--- src/rtl/muldiv_e.sv ---
// muldiv_e: EX-stage HI/LO unit with a fixed-latency multiplier, a restoring divider and MTHI/MTLO writes
module muldiv_e #(
    parameter int MUL_CYCLES = 4
) (
    input  logic        clk,
    input  logic        reset,
    input  logic        start_e,
    input  logic [2:0]  op_e,
    input  logic [31:0] a_e,
    input  logic [31:0] b_e,
    input  logic        advance_e,
    input  logic        flush,
    output logic        busy,
    output logic [31:0] hi,
    output logic [31:0] lo
);
    typedef enum logic [1:0] {IDLE, RUN, DONE} state_t;
    state_t state, state_nx;
    logic [5:0]  cnt;
    logic [1:0]  op_q;
    logic [31:0] x, y, rem, a_mag, b_mag;
    logic [32:0] trial;
    logic [63:0] prod;
    logic        neg_q, neg_r, accept, sx, sy;
    assign accept = state == IDLE && start_e && !op_e[2] && !flush;
    assign busy   = !reset && !flush && (state == RUN || accept);
    assign a_mag  = (op_e == 3'd2 && a_e[31]) ? -a_e : a_e;
    assign b_mag  = (op_e == 3'd2 && b_e[31]) ? -b_e : b_e;
    // x shifts out dividend bits on the left and collects quotient bits on the right
    assign trial  = {rem, x[31]} - {1'b0, y};
    assign sx     = !op_q[0] && x[31];
    assign sy     = !op_q[0] && y[31];
    assign prod   = {{32{sx}}, x} * {{32{sy}}, y};
    always_comb begin
        state_nx = state;
        if (flush) state_nx = IDLE;
        else if (state == IDLE) state_nx = accept ? RUN : IDLE;
        else if (state == RUN) state_nx = (cnt == 6'd0) ? DONE : RUN;
        else state_nx = advance_e ? IDLE : DONE;
    end
    always_ff @(posedge clk or posedge reset) begin
        if (reset) begin
            state <= IDLE;
            cnt   <= '0;
            op_q  <= '0;
            x     <= '0;
            y     <= '0;
            rem   <= '0;
            neg_q <= 1'b0;
            neg_r <= 1'b0;
            hi    <= '0;
            lo    <= '0;
        end else begin
            state <= state_nx;
            if (accept) begin
                op_q  <= op_e[1:0];
                x     <= op_e[1] ? a_mag : a_e;
                y     <= op_e[1] ? b_mag : b_e;
                rem   <= '0;
                neg_q <= op_e == 3'd2 && (a_e[31] ^ b_e[31]);
                neg_r <= op_e == 3'd2 && a_e[31];
                cnt   <= op_e[1] ? 6'd32 : 6'(MUL_CYCLES - 1);
            end else if (state == RUN && !flush) begin
                if (cnt != 6'd0) begin
                    cnt <= cnt - 6'd1;
                    if (op_q[1]) begin
                        rem <= trial[32] ? {rem[30:0], x[31]} : trial[31:0];
                        x   <= {x[30:0], !trial[32]};
                    end
                end else if (!op_q[1]) begin
                    hi <= prod[63:32];
                    lo <= prod[31:0];
                end else if (y != 32'd0) begin
                    hi <= neg_r ? -rem : rem;
                    lo <= neg_q ? -x : x;
                end
            end
            if (state == IDLE && start_e && advance_e && !flush && op_e == 3'd4) hi <= a_e;
            if (state == IDLE && start_e && advance_e && !flush && op_e == 3'd5) lo <= a_e;
        end
    end
endmodule

--- config.mk ---
export PLATFORM = sky130hd
export DESIGN_NAME = muldiv_e
export DESIGN_NICKNAME = d
export VERILOG_FILES = /design/src/rtl/muldiv_e.sv
export SDC_FILE = /design/constraint.sdc
export NUM_CORES = 2
export LEC_CHECK = 0
export ABC_AREA = 1
export CORE_AREA = 2 2 401 403
export CTS_CLUSTER_DIAMETER = 80
export CTS_CLUSTER_SIZE = 14
export DETAILED_ROUTE_END_ITERATION = 8
export DIE_AREA = 0 0 403 405
export GPL_TIMING_DRIVEN = 0
export SLEW_MARGIN = 10
export SYNTH_ARGS = -nofsm -noshare
export SYNTH_HDL_FRONTEND = slang
export SYNTH_SLANG_ARGS = --single-unit
--- constraint.sdc ---
create_clock -name clk -period 10.6 [get_ports clk]
set_input_delay 2.65 -clock clk [delete_from_list [all_inputs] [get_ports clk]]
set_output_delay 2.65 -clock clk [all_outputs]
set_load 0.005 [all_outputs]
==> implementation parameters <==
Parameter                              Value

Global route
  Wire length of the first global-routing pass ... 333000 um
  Largest net degree at the start of global routing ... 96
  Global-route congestion overflow total ... 0
  Number of global-route vias before repair ... 49800
  Initial antenna violation count ... 17
  Global router's overall resource usage ... 28.0%

Layout
  Area of the multi-input gates ... 0.0410 mm^2
  Most common cell after layout, fill and taps aside ... sky130_fd_sc_hd__nand2_1
  Growth of design area from synthesis to finish ... 8.70%
  Commonest cells after routing, fill and taps aside ... 1904 x sky130_fd_sc_hd__nand2_1, 1814 x sky130_fd_sc_hd__inv_1, 1125 x sky130_fd_sc_hd__fa_1
  Layout cells sized above 1 ... 2.16%
  Reg area ... 0.00430 mm^2
  Total Nets Final ... 8783
  Post-Layout Inst Area ... 0.0583 mm^2
  Number of fill cells in the layout ... 17000

Detailed routing
  Routed via count divided by cell count ... 5.15
  Wirelength per Cell ... 24.0 um
  Routed via count ... 48600
  Remaining design rule violation count ... 0
  Overall routed net length ... 227000 um
  Number of iterations in the first detailed-routing pass ... 6
  Initial DRC count ... 4530
  Antenna violation net count after detailed routing ... 0

STA
  Final-layout worst hold slack ... 487 ps
  Unrepaired setup endpoints after global routing ... no
  Final worst path period share ... 96.4%
  Final min period ... 10220 ps
  Fmax achieved ... 0.0978 GHz
  Max-slew violation total from the final report ... 0
  Number of setup violations in the final report ... 0
  Max_slew headroom ... 11.0%
  Max Clock Skew ... 17.2 ps
  Worst-Margin Slew ... 1330 ps
  Hold Vio Cnt, Final ... 0
  Post-Route Setup TNS ... 0 ps

Setup path
  Worst endpoint required time ... 11060 ps
  CP peak stage delay ... 1040 ps
  Critical path's slowest cell ... sky130_fd_sc_hd__fa_1
  Largest fanout on the critical path ... 10
  Element type at the critical path end ... flip-flop
  Data arrival at the endpoint of the critical path ... 10680 ps
  Critical path type ... reg2reg
  Element type at the critical path start ... flip-flop
  Largest delay contributor family on the critical path ... adder cells
  Buffering stage count on the worst path with inverters included ... 7

Floorplanning
  Initial Utilization ... 33.7%
  Cell Rows ... 147
  Die outline height ... 405 um
  Die area ... 0.163 mm^2
  # IOs ... 137
  Area of the core ... 0.159 mm^2
  Width of the die ... 403 um

Run
  Number of violations of the max-capacitance limit ... 0

Yosys
  Syn nets ... 8626
  Number of enable-type register cells in the synthesized netlist ... 0
  Post-Synthesis Mean Instance Area ... 7.47 um^2
  Ys flop type ... sky130_fd_sc_hd__dfrtp_1
  Async SR Flop Fraction ... 100%
  Post-Syn Area ... 0.0536 mm^2
  Number of standard cells after synthesis ... 7177
  YS warnings ... 0
  Share of synthesized area occupied by flip-flops and latches ... 8.03%
  Number of unique standard cell types used by synthesis ... 52
  Number of synthesized register bits ... 172

Clock tree
  TritonCTS clock tree ... built
  Maximum root-to-sink buffer count ... 2
  Clock root buffer master ... sky130_fd_sc_hd__clkbuf_16
  CTS clock-pin slew for the worst setup and hold paths ... 80 ps
  Total clock buffers created by CTS ... 17
  Number of clock sinks ... 172
  CTS-repair resized insts ... 0
  Clock network latency to the later pin of the worst-skew pair ... 520 ps
  CTS Hold Bufs ... 0
  Post-CTS Setup Repair Bufs ... 0
  Depth of the CTS H-tree ... 4

Placement
  Total placed instance area ... 0.0577 mm^2
  Number of I/O port buffers ... 136
  Final weighted congestion of routability-driven global placement ... 1.01
  Placed wire-length estimate ... 194000 um

Min path
  Class of the most critical hold timing path ... reg2reg

Status
  Result of the run ... finished clean
final cells by class:
type / instances / share of cell area [%]
plain buffers: 345 / 2.55
inverters: 1829 / 11.8
well taps: 2086 / 4.48
repair buffers: 138 / 2.42
clock inverters: 12 / 0.262
flip-flops and latches: 172 / 7.38
clock buffers: 20 / 0.784
multi-input cells: 4831 / 70.3
diodes: 6 / 0.0258
synth_stat cells (6+ instances only):
cell,instances,area (um^2)
sky130_fd_sc_hd__a21o_1,6,45.0
sky130_fd_sc_hd__a21oi_1,262,1310
sky130_fd_sc_hd__a31oi_1,13,81.3
sky130_fd_sc_hd__buf_1,73,274
sky130_fd_sc_hd__buf_2,42,210
sky130_fd_sc_hd__buf_4,12,90.1
sky130_fd_sc_hd__buf_6,11,124
sky130_fd_sc_hd__clkbuf_1,207,777
sky130_fd_sc_hd__dfrtp_1,172,4300
sky130_fd_sc_hd__fa_1,1126,22500
sky130_fd_sc_hd__ha_1,251,3140
sky130_fd_sc_hd__inv_1,1815,6810
sky130_fd_sc_hd__inv_2,11,41.3
sky130_fd_sc_hd__nand2_1,1904,7150
sky130_fd_sc_hd__nand3_1,270,1350
sky130_fd_sc_hd__nand3b_1,12,90.1
sky130_fd_sc_hd__nand4_1,47,294
sky130_fd_sc_hd__nor2_1,393,1480
sky130_fd_sc_hd__nor3_1,33,165
sky130_fd_sc_hd__nor3_2,10,100
sky130_fd_sc_hd__nor4_1,12,75.1
sky130_fd_sc_hd__o211ai_1,19,143
sky130_fd_sc_hd__o21a_1,6,45.0
sky130_fd_sc_hd__o21ai_0,262,1310
sky130_fd_sc_hd__o21ai_1,34,170
sky130_fd_sc_hd__o21bai_1,24,180
sky130_fd_sc_hd__o221ai_1,22,193
sky130_fd_sc_hd__xnor2_1,34,298
sky130_fd_sc_hd__xor2_1,46,403
worst min-delay path, stage by stage (launching register included):
cell	delay, ps
sky130_fd_sc_hd__dfrtp_1	350
sky130_fd_sc_hd__nand2_1	60
sky130_fd_sc_hd__nand2_1	60
final timing paths:
check,slack (ps),depth (start not counted),to,startpoint
max reg2reg,380,29,hi[31],op_q[0]
min reg2reg,490,2,hi[6],hi[6]
min in group asynchronous,2670,2,cnt[0],reset
min,490,2,hi[6],hi[6]
max,380,29,hi[31],op_q[0]
max in group asynchronous,7070,3,x[12],reset
cells by family after synthesis:
group                      after synthesis  share of synthesized area (%)
buffers and inverters                 2174                           15.6
xor gates and xnor gates                80                           1.31
AOI/OAI and AO/OA                      666                           6.79
and+or+nand+nor                       2708                           20.4
adders and majority gates             1377                           47.9
DFF                                    172                           8.03
registers in the layout (all words and copies together) (netlist names):
| register | count |
|---|---|
| hi | 32 |
| lo | 32 |
| rem | 32 |
| x | 32 |
| y | 32 |
| cnt | 6 |
| op_q | 2 |
| state | 2 |
| neg_q | 1 |
| neg_r | 1 |
routing by layer:
| layer | global-route usage, % | part of all wire, % | up-vias |
|---|---|---|---|
| li1 | - | - | 21300 |
| met1 | 36.5 | 40 | 24400 |
| met2 | 44.8 | 45 | 2412 |
| met3 | 5.44 | 9.0 | 449 |
| met4 | 12.9 | 5.3 | 10 |
| met5 | 0 | 0.030 | - |
through the flow:
step | cells | utilization (%) | setup WS [ps]
2_1_floorplan | 7177 | - | 3140
5_1_grt | 9433 | 36.6 | 136
3_5_place_dp | 9401 | 36.2 | 548
6_report | 9439 | 36.6 | 380
4_1_cts | 9433 | 36.6 | 531
3_3_place_gp | 9399 | 36.2 | 516
Power is not shown: default switching activity piles up to over one toggle a cycle in this logic, so the estimate is an artifact.
